==> src/rtl/serial_word_tx_pkg.sv <==
// rtl/serial_word_tx_pkg.sv - shared state encodings and line levels for the serial word link
package serial_word_tx_pkg;

  typedef enum logic [1:0] {
    ST_IDLE  = 2'd0,
    ST_START = 2'd1,
    ST_DATA  = 2'd2,
    ST_STOP  = 2'd3
  } state_t;

  localparam logic IDLE_LEVEL  = 1'b1;
  localparam logic START_LEVEL = 1'b0;

endpackage

==> src/rtl/serial_word_tx_bit_timer.sv <==
// rtl/serial_word_tx_bit_timer.sv - per-bit clock divider with clear and bit_end tick
module serial_word_tx_bit_timer #(
  parameter int CLKS_PER_BIT = 4
) (
  input  logic clk,
  input  logic rst_n,
  input  logic clear,
  output logic bit_end
);

  // Keep at least one counter bit so CLKS_PER_BIT=1 still elaborates
  localparam int CW = (CLKS_PER_BIT > 1) ? $clog2(CLKS_PER_BIT) : 1;
  localparam logic [CW-1:0] LAST = CW'(CLKS_PER_BIT - 1);

  logic [CW-1:0] cnt;

  assign bit_end = !clear && (cnt == LAST);

  always_ff @(posedge clk or negedge rst_n) begin
    if (!rst_n) begin
      cnt <= '0;
    end else if (clear || bit_end) begin
      cnt <= '0;
    end else begin
      cnt <= cnt + CW'(1);
    end
  end

endmodule

==> src/rtl/serial_word_tx.sv <==
// rtl/serial_word_tx.sv - framed parallel-to-serial word transmitter (start, data, stop)
module serial_word_tx
  import serial_word_tx_pkg::*;
#(
  parameter int DATA_WIDTH   = 16,
  parameter int CLKS_PER_BIT = 4,
  parameter bit LSB_FIRST    = 1'b1
) (
  input  logic                  clk,
  input  logic                  rst_n,
  input  logic [DATA_WIDTH-1:0] in_data,
  input  logic                  in_valid,
  output logic                  in_ready,
  output logic                  tx_out,
  output logic                  tx_busy,
  output logic                  done
);

  localparam int BW = $clog2(DATA_WIDTH + 1);
  localparam logic [BW-1:0] LAST_BIT = BW'(DATA_WIDTH - 1);

  state_t                state, state_next;
  logic [DATA_WIDTH-1:0] sreg, sreg_shifted;
  logic [BW-1:0]         bit_cnt, bit_cnt_next;
  logic                  tx_next, done_next, load, shift;
  logic                  first_cur, first_shifted;
  logic                  bit_end;

  serial_word_tx_bit_timer #(
    .CLKS_PER_BIT(CLKS_PER_BIT)
  ) u_bit_timer (
    .clk    (clk),
    .rst_n  (rst_n),
    .clear  (state == ST_IDLE),
    .bit_end(bit_end)
  );

  assign in_ready = (state == ST_IDLE);
  assign tx_busy  = (state != ST_IDLE);

  assign sreg_shifted  = LSB_FIRST ? {1'b0, sreg[DATA_WIDTH-1:1]} : {sreg[DATA_WIDTH-2:0], 1'b0};
  assign first_cur     = LSB_FIRST ? sreg[0] : sreg[DATA_WIDTH-1];
  assign first_shifted = LSB_FIRST ? sreg_shifted[0] : sreg_shifted[DATA_WIDTH-1];

  always_ff @(posedge clk or negedge rst_n) begin
    if (!rst_n) begin
      state <= ST_IDLE;
    end else begin
      state <= state_next;
    end
  end

  // tx_out is registered, so each bit-boundary decision loads the level of the next bit
  always_comb begin
    state_next   = state;
    bit_cnt_next = bit_cnt;
    tx_next      = tx_out;
    done_next    = 1'b0;
    load         = 1'b0;
    shift        = 1'b0;
    case (state)
      ST_IDLE: begin
        tx_next = IDLE_LEVEL;
        if (in_valid) begin
          state_next = ST_START;
          load       = 1'b1;
          tx_next    = START_LEVEL;
        end
      end
      ST_START: begin
        if (bit_end) begin
          state_next = ST_DATA;
          tx_next    = first_cur;
        end
      end
      ST_DATA: begin
        if (bit_end) begin
          shift = 1'b1;
          if (bit_cnt == LAST_BIT) begin
            state_next   = ST_STOP;
            bit_cnt_next = '0;
            tx_next      = IDLE_LEVEL;
          end else begin
            bit_cnt_next = bit_cnt + BW'(1);
            tx_next      = first_shifted;
          end
        end
      end
      ST_STOP: begin
        if (bit_end) begin
          state_next = ST_IDLE;
          done_next  = 1'b1;
        end
      end
      default: state_next = ST_IDLE;
    endcase
  end

  always_ff @(posedge clk or negedge rst_n) begin
    if (!rst_n) begin
      sreg    <= '0;
      bit_cnt <= '0;
      tx_out  <= IDLE_LEVEL;
      done    <= 1'b0;
    end else begin
      if (load) begin
        sreg <= in_data;
      end else if (shift) begin
        sreg <= sreg_shifted;
      end
      bit_cnt <= bit_cnt_next;
      tx_out  <= tx_next;
      done    <= done_next;
    end
  end

endmodule

==> config.mk <==
export PLATFORM = sky130hd
export DESIGN_NAME = serial_word_tx
export DESIGN_NICKNAME = d
export VERILOG_FILES = /design/src/rtl/serial_word_tx_pkg.sv /design/src/rtl/serial_word_tx_bit_timer.sv /design/src/rtl/serial_word_tx.sv
export SDC_FILE = /design/constraint.sdc
export NUM_CORES = 1
export LEC_CHECK = 0
export BUFFER_PORTS_ARGS = -buffer_cell sky130_fd_sc_hd__buf_2
export CORE_UTILIZATION = 50
export DETAILED_ROUTE_END_ITERATION = 12
export PLACE_DENSITY = 0.72
export SYNTH_ARGS = -nofsm -noshare
export SYNTH_HDL_FRONTEND = slang
export SYNTH_HIERARCHICAL = 1
export SYNTH_SLANG_ARGS = --single-unit
==> constraint.sdc <==
create_clock -name clk -period 4.64 [get_ports clk]
set_input_delay 0 -clock clk [delete_from_list [all_inputs] [get_ports clk]]
set_output_delay 0 -clock clk [all_outputs]
set_load 0.005 [all_outputs]
# [After elaboration in Yosys (flattened, before gate mapping)]
# Index checks and enable logic that the tools add are counted.
# Widths: inputs -> output; s select.
[totals] regBits=27 in_bits=19 wordCells=48 out_inout_bits=4
[op_classes] n_reduce_logical=10 eq_ne=10 addsub=2 mux=20
[ops] cell="$mux 16" count=2
[ops] cell="$mux 2" count=6
[ops] cell="$mux 1" count=9
[ops] cell="$pmux 2 s4" count=1
[ops] cell="$eq 2x2->1 const B" count=3
[ops] cell="$ne 2x1->1 const B" count=3
[ops] cell="$add 5x1->5 const B" count=1
[ops] cell="$eq 5x4->1 const B" count=1
[ops] cell="$mux 5" count=1
[ops] cell="$reduce_and 5->1" count=1
[ops] cell="$ne 2x2->1 const B" count=2
[ops] cell="$reduce_bool 2->1" count=2
[ops] cell="$pmux 1 s3" count=1
[ops] cell="$reduce_and 3->1" count=1
[ops] cell="$reduce_bool 3->1" count=1
[ops] cell="$add 2x1->2 const B" count=1
[ops] cell="$eq 2x1->1 const B" count=1
[ops] cell="$logic_not 2->1" count=1
[ops] cell="$reduce_and 2->1" count=1
[ops] cell="$logic_and 1x1->1" count=1
[ops] cell="$logic_not 1->1" count=1
[ops] cell="$logic_or 1x1->1" count=1

# [Logic depth before layout (Yosys ltp)]
# Gate-level depths: netlist of the first run.
[logic_depth] ltp_word=7 ltp_mapped=7 depth_no_buf=7

# [Cells and area by module]
# The synthesis of the first run kept the hierarchy.
[by_module_without_submodules] mod="serial_word_tx" area_each_um2=1243.7 cells_per_inst=121 instances=1 seq_area_each_um2=626.9
[by_module_without_submodules] mod="serial_word_tx_bit_timer" area_each_um2=86.3 cells_per_inst=6 instances=1 seq_area_each_um2=50.0

# [Worst setup path after synthesis of the first run]
# Ideal clock, no wire load.
[synth_timing] path_type="reg-to-reg" start="register state[0]" end="register state[1]" setup_ns=0.125 slack_ns=2.930 period_less_slack_ns=1.710 arrival_ns=1.585 n_path_buf=0 t_required_ns=4.515 stages_incl_launch_ff=7 path_cell_list="dfrtp_1 -> inv_1 -> ha_1 -> nor2b_1 -> o22ai_1 -> a21oi_1 -> mux2_2"
[synth_between] elab_chain_len=5 elab_cells_between_ends=13 classes_between="eq/ne: 8; mux: 1; reduce/logical: 4"
[synth_lines] item="from (decl)" line="serial_word_tx.sv:22" source="state_t state, state_next;"
[synth_lines] item="from (signal assigned)" line="serial_word_tx.sv:49" source="state <= state_next;"
[synth_lines] item="$logic_not 2->1 *"
[synth_lines] item="named net in_ready" line="serial_word_tx.sv:13" source="output logic in_ready,"
[synth_lines] item="$logic_not 1->1 *" line="serial_word_tx_bit_timer.sv:17" source="assign bit_end = !clear && (cnt == LAST);"
[synth_lines] item="$logic_and 1x1->1 *" line="serial_word_tx_bit_timer.sv:17"
[synth_lines] item="named net bit_end" line="serial_word_tx.sv:27" source="logic bit_end;"
[synth_lines] item="$ne 2x1->1 (no source line)"
[synth_lines] item="$reduce_and 5->1 (no source line) *"
# Mark *: on every way through the listed nets, which the timed path passes. The rest lies on a longest branch.
# A chain may end at the register's enable or synchronous reset.

# [Worst setup path in the final report of the first run]
[layout_timing] start="register state[0]" end="register bit_cnt[3]"
[layout_between] elab_chain_len=4 elab_cells_between_ends=5 classes_between="eq/ne: 1; reduce/logical: 4"
[layout_lines] item="$logic_not 2->1" line="serial_word_tx.sv:34" source=".clear (state == ST_IDLE),"
[layout_lines] item="$logic_not 1->1" line="serial_word_tx_bit_timer.sv:17"
[layout_lines] item="$logic_and 1x1->1" line="serial_word_tx_bit_timer.sv:17"
[layout_lines] item="named net bit_end" line="serial_word_tx.sv:27"
[layout_lines] item="$reduce_and 2->1 (no source line)"
[layout_lines] item="to (signal assigned)" line="serial_word_tx.sv:111" source="bit_cnt <= bit_cnt_next;"
[layout_lines] item="to (decl)" line="serial_word_tx.sv:24" source="logic [BW-1:0] bit_cnt, bit_cnt_next;"
# The timed path passes the listed nets, and every way through them passes these cells.

==> flow_metrics.py, run 1 <==
metrics = {
    "status": {
        "outcome": "completed",
    },
    "global_routing": {
        "globalRouteOverflowTotal": 0,
        "initial_antenna_violation_count": 0,
        "grt_max_degree": 33,
        "grt_pass1_wl_mm": 3.815,
        "grt_pass1_vias": 930,
        "global_route.usage.total": 0.1900,
    },
    "cts": {
        "longest_clk_path_bufs": 2,
        "clk_pin_slew_ps": 140,
        "cts_post_setup_buffers_inserted": 0,
        "ctsHoldBuffers": 18,
        "ctsRootBufferMaster": "sky130_fd_sc_hd__clkbuf_4",
        "cts_inserted_buffers": 3,
        "postCtsResizedCells": 0,
        "cts.sink_count": 27,
        "clock_h_tree_levels": 1,
        "cts_tree": "yes",
        "clock_latency_ps": 320,
    },
    "route": {
        "avgRoutedWirePerCell_um": 12.09,
        "dr.pass1.iters": 3,
        "route.antenna.remaining_nets": 0,
        "drt_iter0_markers": 9,
        "vias_per_cell": 5.113,
        "drc": 0,
        "routed-via-count": 997,
        "detail_route.wirelength_mm": 2.357,
    },
    "die": {
        "floorplan.core_area_um2": 2500,
        "die_x_um": 53.58,
        "site_rows": 18,
        "io_pins": 23,
        "die_area_um2": 2870,
        "die_height_um": 53.58,
        "initial_utilization": 0.5320,
    },
    "sta": {
        "finalCriticalPeriod_ps": 2428,
        "fin_setup_tns_ps": 0,
        "timing_max_transition_violations_final": 0,
        "timing.final.hold_violations": 0,
        "final_critical_path_setup_slack_ps": 2212,
        "timing.final.setup_violations": 0,
        "layout_worst_path_cycle_share": 0.5232,
        "max_freq_mhz": 411.9,
        "clock_skew_ps": 2.974,
        "slew-limit-headroom": 0.3581,
        "worst_pin_slew_ps": 960.5,
        "grt_setup_unrepaired": "false",
    },
    "worst_setup_path": {
        "rr_worst_depth": 7,
        "critPathArrivalTime_ps": 2690,
        "required_ps": 4900,
        "category_of_the_worst_setup_path_capture_point": "flop",
        "critical_path.reg2reg.endpoint": "bit_cnt[3]$_DFFE_PN0P_",
        "cp-start-kind": "flop",
        "timing.critical_path.fanout_max": 22,
        "setup_slack_of_the_most_critical_reg_to_reg_path_ps": 2210,
        "timing_worst_setup_path_type": "flop to flop",
        "crit-reg2reg-launch": "state[0]$_DFFE_PN0P_",
        "setup.worst_path.end": "bit_cnt[3]$_DFFE_PN0P_",
        "critical_path.startpoint": "state[0]$_DFFE_PN0P_",
    },
    "final_layout": {
        "antenna_diodes": 0,
        "regArea_um2": 676.9,
        "count_of_nets_after_finishing": 193,
        "instances_no_fill": 195,
        "layout_common_cells": "sky130_fd_sc_hd__dfrtp_1 (26), sky130_fd_sc_hd__nand2_1 (23), sky130_fd_sc_hd__buf_2 (22)",
        "final_common_cell": "sky130_fd_sc_hd__dfrtp_1",
        "non_filler_cell_area_final_um2": 1657,
        "post_route_cells_drive_above_1_share": 0.1758,
        "area_delta_synth_final_pct": 24.55,
        "final_core_utilization": 0.6627,
        "multi_input_area_um2": 614.3,
        "filler_cell_count": 195,
    },
    "synth": {
        "synth_warnings": 6,
        "postSynthRegisterBits": 27,
        "syn_nets": 154,
        "synth-seq-area-share": 0.5089,
        "syn_inst": 127,
        "synth.avg_cell_area_um2": 10.47,
        "post_synth_instance_area_um2": 1330,
        "synth.distinct_cells": 28,
    },
    "hold_path": {
        "hold_class": "input pin to asynchronous set/reset pin",
    },
    "place": {
        "hpwlAfterDp_mm": 1.500,
        "finalWeightedCongestion": 0.7937,
        "pre_cts_ws_ps": 2234,
        "placement.cell_area_um2": 1450,
        "port_buffers": 22,
        "dp_cells": 173,
    },
    "flow_run": {
        "drv_cap": 0,
    },
    "pwr": {
        "power_leakage_nw": 0.8586,
        "cellPowerDensity_nw_per_um2": 513.3,
        "irDropWorstVdd_v": 0.0004103,
    },
}
-- critical path, stage by stage, from the launching register on --
cell                      delay [ps]
sky130_fd_sc_hd__dfrtp_1         450
sky130_fd_sc_hd__inv_1           110
sky130_fd_sc_hd__ha_1            290
sky130_fd_sc_hd__nor2b_1         310
sky130_fd_sc_hd__nand2_1         630
sky130_fd_sc_hd__nor3_1          370
sky130_fd_sc_hd__a21oi_1          60
sky130_fd_sc_hd__o21ai_0         140
-- registers in the layout, summed over array words and instances (netlist names) --
name,flops
bit_cnt,5
done,1
sreg,16
state,2
tx_out,1
u_bit_timer/cnt,2
-- how the worst min path moves through the flow --
stage | start | endpoint | slack, ps | cells after the start
global placement | rst_n | done$_DFF_PN0_ | 40 | 1
global route | rst_n | done$_DFF_PN0_ | 240 | 2
detailed placement | rst_n | done$_DFF_PN0_ | 40 | 1
CTS | rst_n | done$_DFF_PN0_ | 210 | 2
finish | rst_n | done$_DFF_PN0_ | 190 | 2
floorplan | rst_n | bit_cnt[0]$_DFFE_PN0P_ | -300 | 0
-- cell type report --
type	instances	area share
well taps	30	0.02266
clock buffers	4	0.01586
inverters	3	0.006798
multi-input cells	91	0.3708
repair buffers	40	0.1752
flip-flops and latches	27	0.4086
-- metal layers --
layer,vias up,global-route usage,part of all wire
li1,512,-,-
met1,464,0.2369,0.47
met2,16,0.3063,0.48
met3,5,0.03390,0.024
met4,0,0.1140,0.019
met5,-,0,0
-- cell usage after synthesis --
master,count,share of area
sky130_fd_sc_hd__dfrtp_1,26,0.49
sky130_fd_sc_hd__dfstp_2,1,0.020
sky130_fd_sc_hd__and4b_1,1,0.0075
sky130_fd_sc_hd__o22ai_1,1,0.0047
sky130_fd_sc_hd__and3_1,1,0.0047
sky130_fd_sc_hd__nand2_1,23,0.065
sky130_fd_sc_hd__ha_1,8,0.075
sky130_fd_sc_hd__o21a_1,1,0.0056
sky130_fd_sc_hd__a21o_1,1,0.0056
sky130_fd_sc_hd__buf_4,1,0.0056
sky130_fd_sc_hd__nand4b_1,1,0.0066
sky130_fd_sc_hd__o21ai_0,19,0.071
sky130_fd_sc_hd__nand3_1,2,0.0075
sky130_fd_sc_hd__clkbuf_1,4,0.011
sky130_fd_sc_hd__nor3b_2,1,0.0094
sky130_fd_sc_hd__o32a_1,1,0.0075
sky130_fd_sc_hd__mux2_2,1,0.0085
sky130_fd_sc_hd__and2_1,2,0.0094
sky130_fd_sc_hd__o21ai_1,1,0.0038
sky130_fd_sc_hd__buf_2,1,0.0038
sky130_fd_sc_hd__xnor2_1,1,0.0066
sky130_fd_sc_hd__nor3_1,4,0.015
sky130_fd_sc_hd__o41ai_2,1,0.012
sky130_fd_sc_hd__inv_1,3,0.0085
sky130_fd_sc_hd__nor2_1,2,0.0056
sky130_fd_sc_hd__mux2i_1,15,0.11
sky130_fd_sc_hd__nor2b_1,2,0.0094
sky130_fd_sc_hd__a21oi_1,2,0.0075
-- through the flow --
step	hold WS, ps	power (W)
2_1_floorplan	-295.6	0.0006590
3_3_place_gp	37.19	0.0007314
3_5_place_dp	40.82	0.0007445
4_1_cts	205.9	0.0008586
5_1_grt	241.8	0.0009277
6_report	186.9	0.0008504
-- where the power goes --
part           switching [W]  internal [W]  leakage [nW]
Sequential         0.0000649      0.000340         0.332
Clock              0.0000665     0.0000337        0.0150
Combinational       0.000175      0.000170         0.512
Total               0.000306      0.000544         0.859
-- cells by family after synthesis --
kind of cell    share of synthesized area
flops                              0.5089
simple gates                       0.1402
buf+inv                           0.02916
fa+ha+maj                         0.07526
xor+xnor                         0.006586
mux                                0.1214
compound gates                     0.1185
Power figures use the tool's default switching activity.
==> inputs of run 2 (changes only) <==
Settings changed: CORE_UTILIZATION 50 to 49, PLACE_DENSITY 0.72 to 0.74.
Clock period 4.64 ns to 2.05 ns, I/O delays scaled along.
==> run 2 against run 1 <==
Compared with the run above: setup slack worse by 2000 ps; die area rose by 2.0%; final area is 1.7% higher; hold slack gained 0.99 ps; clock power grew 130%; global-route usage is 0.14 points lower; wire length decreased by 0.93%; via count shrank 1.0%; sequential cell count unchanged; utilization increased by 0.50 points; total power up 130%; non-clock buffer count rose by 3; critical path type unchanged.
==> flow_metrics.py, run 2 (same netlist as run 1, synthesis figures left out) <==
metrics = {
    "status": {
        "outcome": "completed",
    },
    "cts": {
        "ctsRootBufferMaster": "sky130_fd_sc_hd__clkbuf_4",
        "longest_clk_path_bufs": 2,
        "clock_latency_ps": 320,
        "clk_pin_slew_ps": 140,
        "clock_h_tree_levels": 1,
        "cts_tree": "yes",
        "cts.sink_count": 27,
        "cts_inserted_buffers": 3,
    },
    "pwr": {
        "design_power_total_w": 0.001937,
        "power.share.clock": 0.118,
        "power_leakage_nw": 0.8779,
        "power_report.internal_total_w": 0.001245,
        "netSwitchingFraction": 0.3576,
        "irDropWorstVdd_v": 0.0008942,
        "sequentialPowerShare": 0.470,
        "combPwrFrac": 0.413,
        "net-switching-power_w": 0.0006928,
        "cellPowerDensity_nw_per_um2": 1150,
    },
    "global_routing": {
        "grt_max_degree": 33,
        "global_route.usage.total": 0.1886,
        "grt_pass1_wl_mm": 3.850,
        "grt_pass1_vias": 942,
        "initial_antenna_violation_count": 0,
        "globalRouteOverflowTotal": 0,
    },
    "worst_setup_path": {
        "critPathArrivalTime_ps": 2110,
        "timing.critical_path.fanout_max": 6,
        "timing_worst_setup_path_type": "flop to flop",
        "critical_path.reg2reg.endpoint": "state[1]$_DFFE_PN0P_",
        "rr_worst_depth": 7,
        "category_of_the_worst_setup_path_capture_point": "flop",
        "setup_slack_of_the_most_critical_reg_to_reg_path_ps": 160,
        "required_ps": 2270,
        "cp-start-kind": "flop",
        "crit-reg2reg-launch": "state[0]$_DFFE_PN0P_",
    },
    "route": {
        "detail_route.wirelength_mm": 2.335,
        "vias_per_cell": 4.985,
        "drc": 0,
        "route.antenna.remaining_nets": 0,
        "routed-via-count": 987,
        "avgRoutedWirePerCell_um": 11.79,
        "dr.pass1.iters": 4,
        "drt_iter0_markers": 6,
    },
    "place": {
        "finalWeightedCongestion": 0.7241,
        "port_buffers": 22,
        "hpwlAfterDp_mm": 1.516,
    },
    "sta": {
        "timing.final.setup_violations": 0,
        "timing.final.hold_violations": 0,
        "slew-limit-headroom": 0.6125,
        "layout_worst_path_cycle_share": 0.9205,
        "max_freq_mhz": 529.9,
        "fin_setup_tns_ps": 0,
        "clock_skew_ps": 1.315,
        "finalCriticalPeriod_ps": 1887,
        "worst_pin_slew_ps": 581.2,
        "timing_max_transition_violations_final": 0,
        "grt_setup_unrepaired": "false",
    },
    "final_layout": {
        "largest_reg_flops": 16,
        "filler_cell_count": 204,
        "count_of_nets_after_finishing": 196,
        "area_delta_synth_final_pct": 26.62,
        "final_common_cell": "sky130_fd_sc_hd__dfrtp_1",
        "antenna_diodes": 0,
        "final_core_utilization": 0.6677,
        "post_route_cells_drive_above_1_share": 0.1964,
        "registers.top_by_ff_count": "sreg",
        "biggestRegsByFlops": "sreg x16, bit_cnt x5",
        "layout_common_cells": "sky130_fd_sc_hd__dfrtp_1 (26), sky130_fd_sc_hd__nand2_1 (23), sky130_fd_sc_hd__buf_2 (22)",
    },
    "die": {
        "die_area_um2": 2927,
        "floorplan.core_area_um2": 2522,
        "die_x_um": 54.10,
        "die_height_um": 54.10,
        "io_pins": 23,
        "site_rows": 18,
        "initial_utilization": 0.5273,
    },
    "flow_run": {
        "drv_cap": 0,
    },
    "hold_path": {
        "hold_class": "input pin to asynchronous set/reset pin",
    },
}
## run 2: cell types whose count changed in the layout (fill, tap and decap cells not counted), sizes merged
cell    change
buf         +3
clkbuf      -1
clkinv      +1
## run 2: worst max-delay path by stage
stage / start / endpoint
global route: state[0]$_DFFE_PN0P_ / state[1]$_DFFE_PN0P_
global placement: state[0]$_DFFE_PN0P_ / sreg[2]$_DFFE_PN0P_
detailed placement: state[0]$_DFFE_PN0P_ / sreg[1]$_DFFE_PN0P_
finish: state[0]$_DFFE_PN0P_ / state[1]$_DFFE_PN0P_
floorplan: state[0]$_DFFE_PN0P_ / state[1]$_DFFE_PN0P_
CTS: state[0]$_DFFE_PN0P_ / sreg[1]$_DFFE_PN0P_
## run 2: per-layer routing
layer	share of wire	GRT usage	vias to the layer above	wire length, µm
met2	0.48	0.3436	21	1128
met4	0.0073	0.05983	0	17
met1	0.48	0.2111	444	1115
li1	-	-	520	-
met3	0.031	0.05085	2	73
met5	0	0	-	0
## run 2: worst max-delay path: stages, from the launching register on
cell and delay, ps:
sky130_fd_sc_hd__dfrtp_1 450, sky130_fd_sc_hd__inv_1 110, sky130_fd_sc_hd__ha_1 290, sky130_fd_sc_hd__nor2b_1 180
sky130_fd_sc_hd__buf_4 150, sky130_fd_sc_hd__o22ai_1 70, sky130_fd_sc_hd__a21oi_1 180, sky130_fd_sc_hd__mux2_2 360
## run 2: cell type report
type                    count  area [µm²]  share of cell area
flip-flops and latches     27       676.9              0.4019
multi-input cells          91       614.3              0.3648
repair buffers             43       316.6              0.1880
well taps                  30       37.54             0.02229
clock buffers               3       22.52             0.01337
inverters                   3       11.26            0.006686
clock inverters             1       5.005            0.002972
## run 2: timing repair
item                                    in CTS  in global routing
hold endpoints to repair                    43                  0
hold buffers                                18                  0
endpoints found under the setup margin       0                  9
setup buffers                                0                  0
gates resized for setup                      0                  1
## run 2: power groups by stage
| stage | Combinational, W | Sequential (W) | Clock, W |
|---|---|---|---|
| after global placement | 0.000744 | 0.000916 | 0 |
| after detailed placement | 0.000782 | 0.000924 | 0 |
| final | 0.000799 | 0.000910 | 0.000228 |
| after CTS | 0.000807 | 0.000913 | 0.000239 |
| after global routing | 0.000929 | 0.000943 | 0.000257 |
| after floorplan | 0.000603 | 0.000889 | 0 |
## run 2: metrics by stage
stage	worst slack [ps]	cells	area [µm²]	hold WS, ps
after global routing	12.36	198	1684	247.1
after floorplan	340.5	127	1330	-295.6
after CTS	124.9	198	1680	204.4
after global placement	264.4	176	1473	35.17
final	162.9	198	1684	187.9
after detailed placement	153.7	176	1473	38.52
==> inputs of run 3 (changes only) <==
Settings changed: PLACE_DENSITY 0.74 to 0.77.
==> run 3 against run 2 <==
Compared with the run above: clock power grew 2%; total power grew 2.3%; sequential power is essentially flat; clock skew grew 3.1 ps; sequential share of layout area shrank 0.12 points; final area grew 0.30%; via count grew 5.7%; sequential cell count is the same; setup slack gained 36 ps; register-to-register slack gained 40 ps; non-clock buffer count shrank 1; critical path type unchanged; critical endpoint unchanged; largest cell class unchanged.
==> flow_metrics.py, run 3 (same netlist as run 1, synthesis figures left out) <==
metrics = {
    "sta": {
        "grt_setup_unrepaired": "false",
        "worst_pin_slew_ps": 581.7,
        "clock_skew_ps": 4.446,
        "timing.final.hold_violations": 0,
        "max_freq_mhz": 540.2,
        "timing_max_transition_violations_final": 0,
        "layout_worst_path_cycle_share": 0.9030,
        "timing.final.setup_violations": 0,
        "finalCriticalPeriod_ps": 1851,
        "fin_setup_tns_ps": 0,
        "final_critical_path_setup_slack_ps": 198.8,
        "slew-limit-headroom": 0.6122,
    },
    "cts": {
        "clk_pin_slew_ps": 140,
        "cts_post_setup_buffers_inserted": 0,
        "cts_tree": "yes",
        "clock_h_tree_levels": 1,
        "clock_latency_ps": 320,
        "longest_clk_path_bufs": 2,
        "ctsRootBufferMaster": "sky130_fd_sc_hd__clkbuf_4",
        "cts_inserted_buffers": 3,
        "cts.sink_count": 27,
    },
    "route": {
        "met3RoutedLength_um": 82,
        "route.met2.wl_mm": 1.343,
        "vias_per_cell": 5.294,
        "highest-signal-layer": "met4",
        "detail_route.wirelength.met1_mm": 1.052,
        "drt_iter0_markers": 12,
        "avgRoutedWirePerCell_um": 12.96,
        "route.antenna.remaining_nets": 0,
        "detail_route.wirelength_mm": 2.554,
        "routed-via-count": 1043,
        "dr.pass1.iters": 4,
        "drc": 0,
    },
    "place": {
        "hpwlAfterDp_mm": 1.681,
        "finalWeightedCongestion": 0.7982,
        "placement.cell_area_um2": 1478,
        "port_buffers": 22,
        "pre_cts_ws_ps": 90.99,
    },
    "global_routing": {
        "global_route.usage.total": 0.2061,
        "globalRouteOverflowTotal": 0,
        "grt_pass1_wl_mm": 4.236,
        "grt_max_degree": 33,
        "initial_antenna_violation_count": 0,
        "grt_pass1_vias": 1093,
    },
    "worst_setup_path": {
        "cp-start-kind": "flop",
        "max_stage_delay_ps": 450,
        "timing_worst_setup_path_type": "flop to flop",
        "category_of_the_worst_setup_path_capture_point": "flop",
        "timing.critical_path.cells": "inv_1 -> ha_1 -> nor2b_2 -> o22ai_1 -> a21oi_1 -> mux2_2",
        "timing.critical_path.slowest_stage_cell": "sky130_fd_sc_hd__dfrtp_1",
        "setup_slack_of_the_most_critical_reg_to_reg_path_ps": 200,
        "crit-reg2reg-launch": "state[0]$_DFFE_PN0P_",
        "critPathArrivalTime_ps": 2080,
        "rr_worst_depth": 6,
        "timing.critical_path.fanout_max": 6,
        "cp_num_buf_inv": 1,
        "required_ps": 2270,
        "critical_path.reg2reg.endpoint": "state[1]$_DFFE_PN0P_",
        "cpLargestDelayFamily": "flip-flops",
    },
    "final_layout": {
        "final_common_cell": "sky130_fd_sc_hd__dfrtp_1",
        "registers.top_by_ff_count": "sreg",
        "area_delta_synth_final_pct": 27.00,
        "non_filler_cell_area_final_um2": 1689,
        "antenna_diodes": 0,
        "layout_common_cells": "sky130_fd_sc_hd__dfrtp_1 (26), sky130_fd_sc_hd__nand2_1 (22), sky130_fd_sc_hd__buf_2 (22)",
        "count_of_nets_after_finishing": 195,
        "filler_cell_count": 193,
        "post_route_cells_drive_above_1_share": 0.1976,
        "biggestRegsByFlops": "sreg x16, bit_cnt x5",
        "largest_reg_flops": 16,
    },
    "pwr": {
        "cellPowerDensity_nw_per_um2": 1173,
        "irDropWorstVdd_v": 0.0007639,
        "power_leakage_nw": 0.8756,
    },
    "status": {
        "outcome": "completed",
    },
    "die": {
        "die_area_um2": 2927,
        "floorplan.core_area_um2": 2522,
        "die_height_um": 54.10,
        "site_rows": 18,
        "io_pins": 23,
        "die_x_um": 54.10,
        "initial_utilization": 0.5273,
    },
    "hold_path": {
        "hold_class": "input pin to asynchronous set/reset pin",
    },
    "flow_run": {
        "drv_cap": 0,
    },
}
==> run 3: stage by stage <==
| stage | power [W] | hold slack [ps] | std cells | util |
|---|---|---|---|---|
| 2_1_floorplan | 0.001492 | -295.6 | 127 | - |
| 3_3_place_gp | 0.001659 | 30.79 | 175 | 0.5858 |
| 3_5_place_dp | 0.001730 | 42.04 | 175 | 0.5858 |
| 4_1_cts | 0.001985 | 208.8 | 197 | 0.6677 |
| 5_1_grt | 0.002139 | 252.1 | 197 | 0.6696 |
| 6_report | 0.001981 | 185.3 | 197 | 0.6696 |
==> run 3: area by class of cell <==
| class | instances | area (µm²) | share of cell area |
|---|---|---|---|
| Sequential cell | 27 | 676.9 | 0.4007 |
| Multi-Input combinational cell | 91 | 619.3 | 0.3667 |
| Timing Repair Buffer | 42 | 317.8 | 0.1881 |
| Tap cell | 30 | 37.54 | 0.02222 |
| Clock buffer | 4 | 26.28 | 0.01556 |
| Inverter | 3 | 11.26 | 0.006667 |
==> run 3: worst max-delay path by stage <==
stage | slack [ps] | endpoint | cells after the start | startpoint
6_report | 200 | state[1]$_DFFE_PN0P_ | 6 | state[0]$_DFFE_PN0P_
5_1_grt | 70 | state[1]$_DFFE_PN0P_ | 6 | state[0]$_DFFE_PN0P_
4_1_cts | 60 | sreg[14]$_DFFE_PN0P_ | 7 | state[0]$_DFFE_PN0P_
3_5_place_dp | 90 | sreg[14]$_DFFE_PN0P_ | 7 | state[0]$_DFFE_PN0P_
3_3_place_gp | 190 | sreg[2]$_DFFE_PN0P_ | 7 | state[0]$_DFFE_PN0P_
2_1_floorplan | 340 | state[1]$_DFFE_PN0P_ | 6 | state[0]$_DFFE_PN0P_
==> run 3: worst reg2reg max path: cells and delay by family, from the launching register on <==
family | cells | cell delay (ps)
AO/OA/AOI/OAI | 2 | 320
adder cells (fa/ha/maj) | 1 | 280
buffers and inverters | 1 | 110
flip-flops | 1 | 450
multiplexers | 1 | 360
AND/OR/NAND/NOR | 1 | 230
==> run 3: timing repair <==
item	4_1_cts	5_1_grt
hold endpoints to repair	43	0
hold buffers	18	0
setup endpoints to repair	0	16
gates resized for setup	0	2
==> run 3: report_power, final <==
part	switching, W	internal (W)
registers	0.000144	0.000769
logic	0.000429	0.000407
clock network	0.000156	0.0000763
==> run 3: layer usage <==
layer,track usage,vias to the layer above
met1,0.2242,485
li1,-,520
met4,0.1111,0
met2,0.3765,28
met3,0.03390,10
met5,0,-
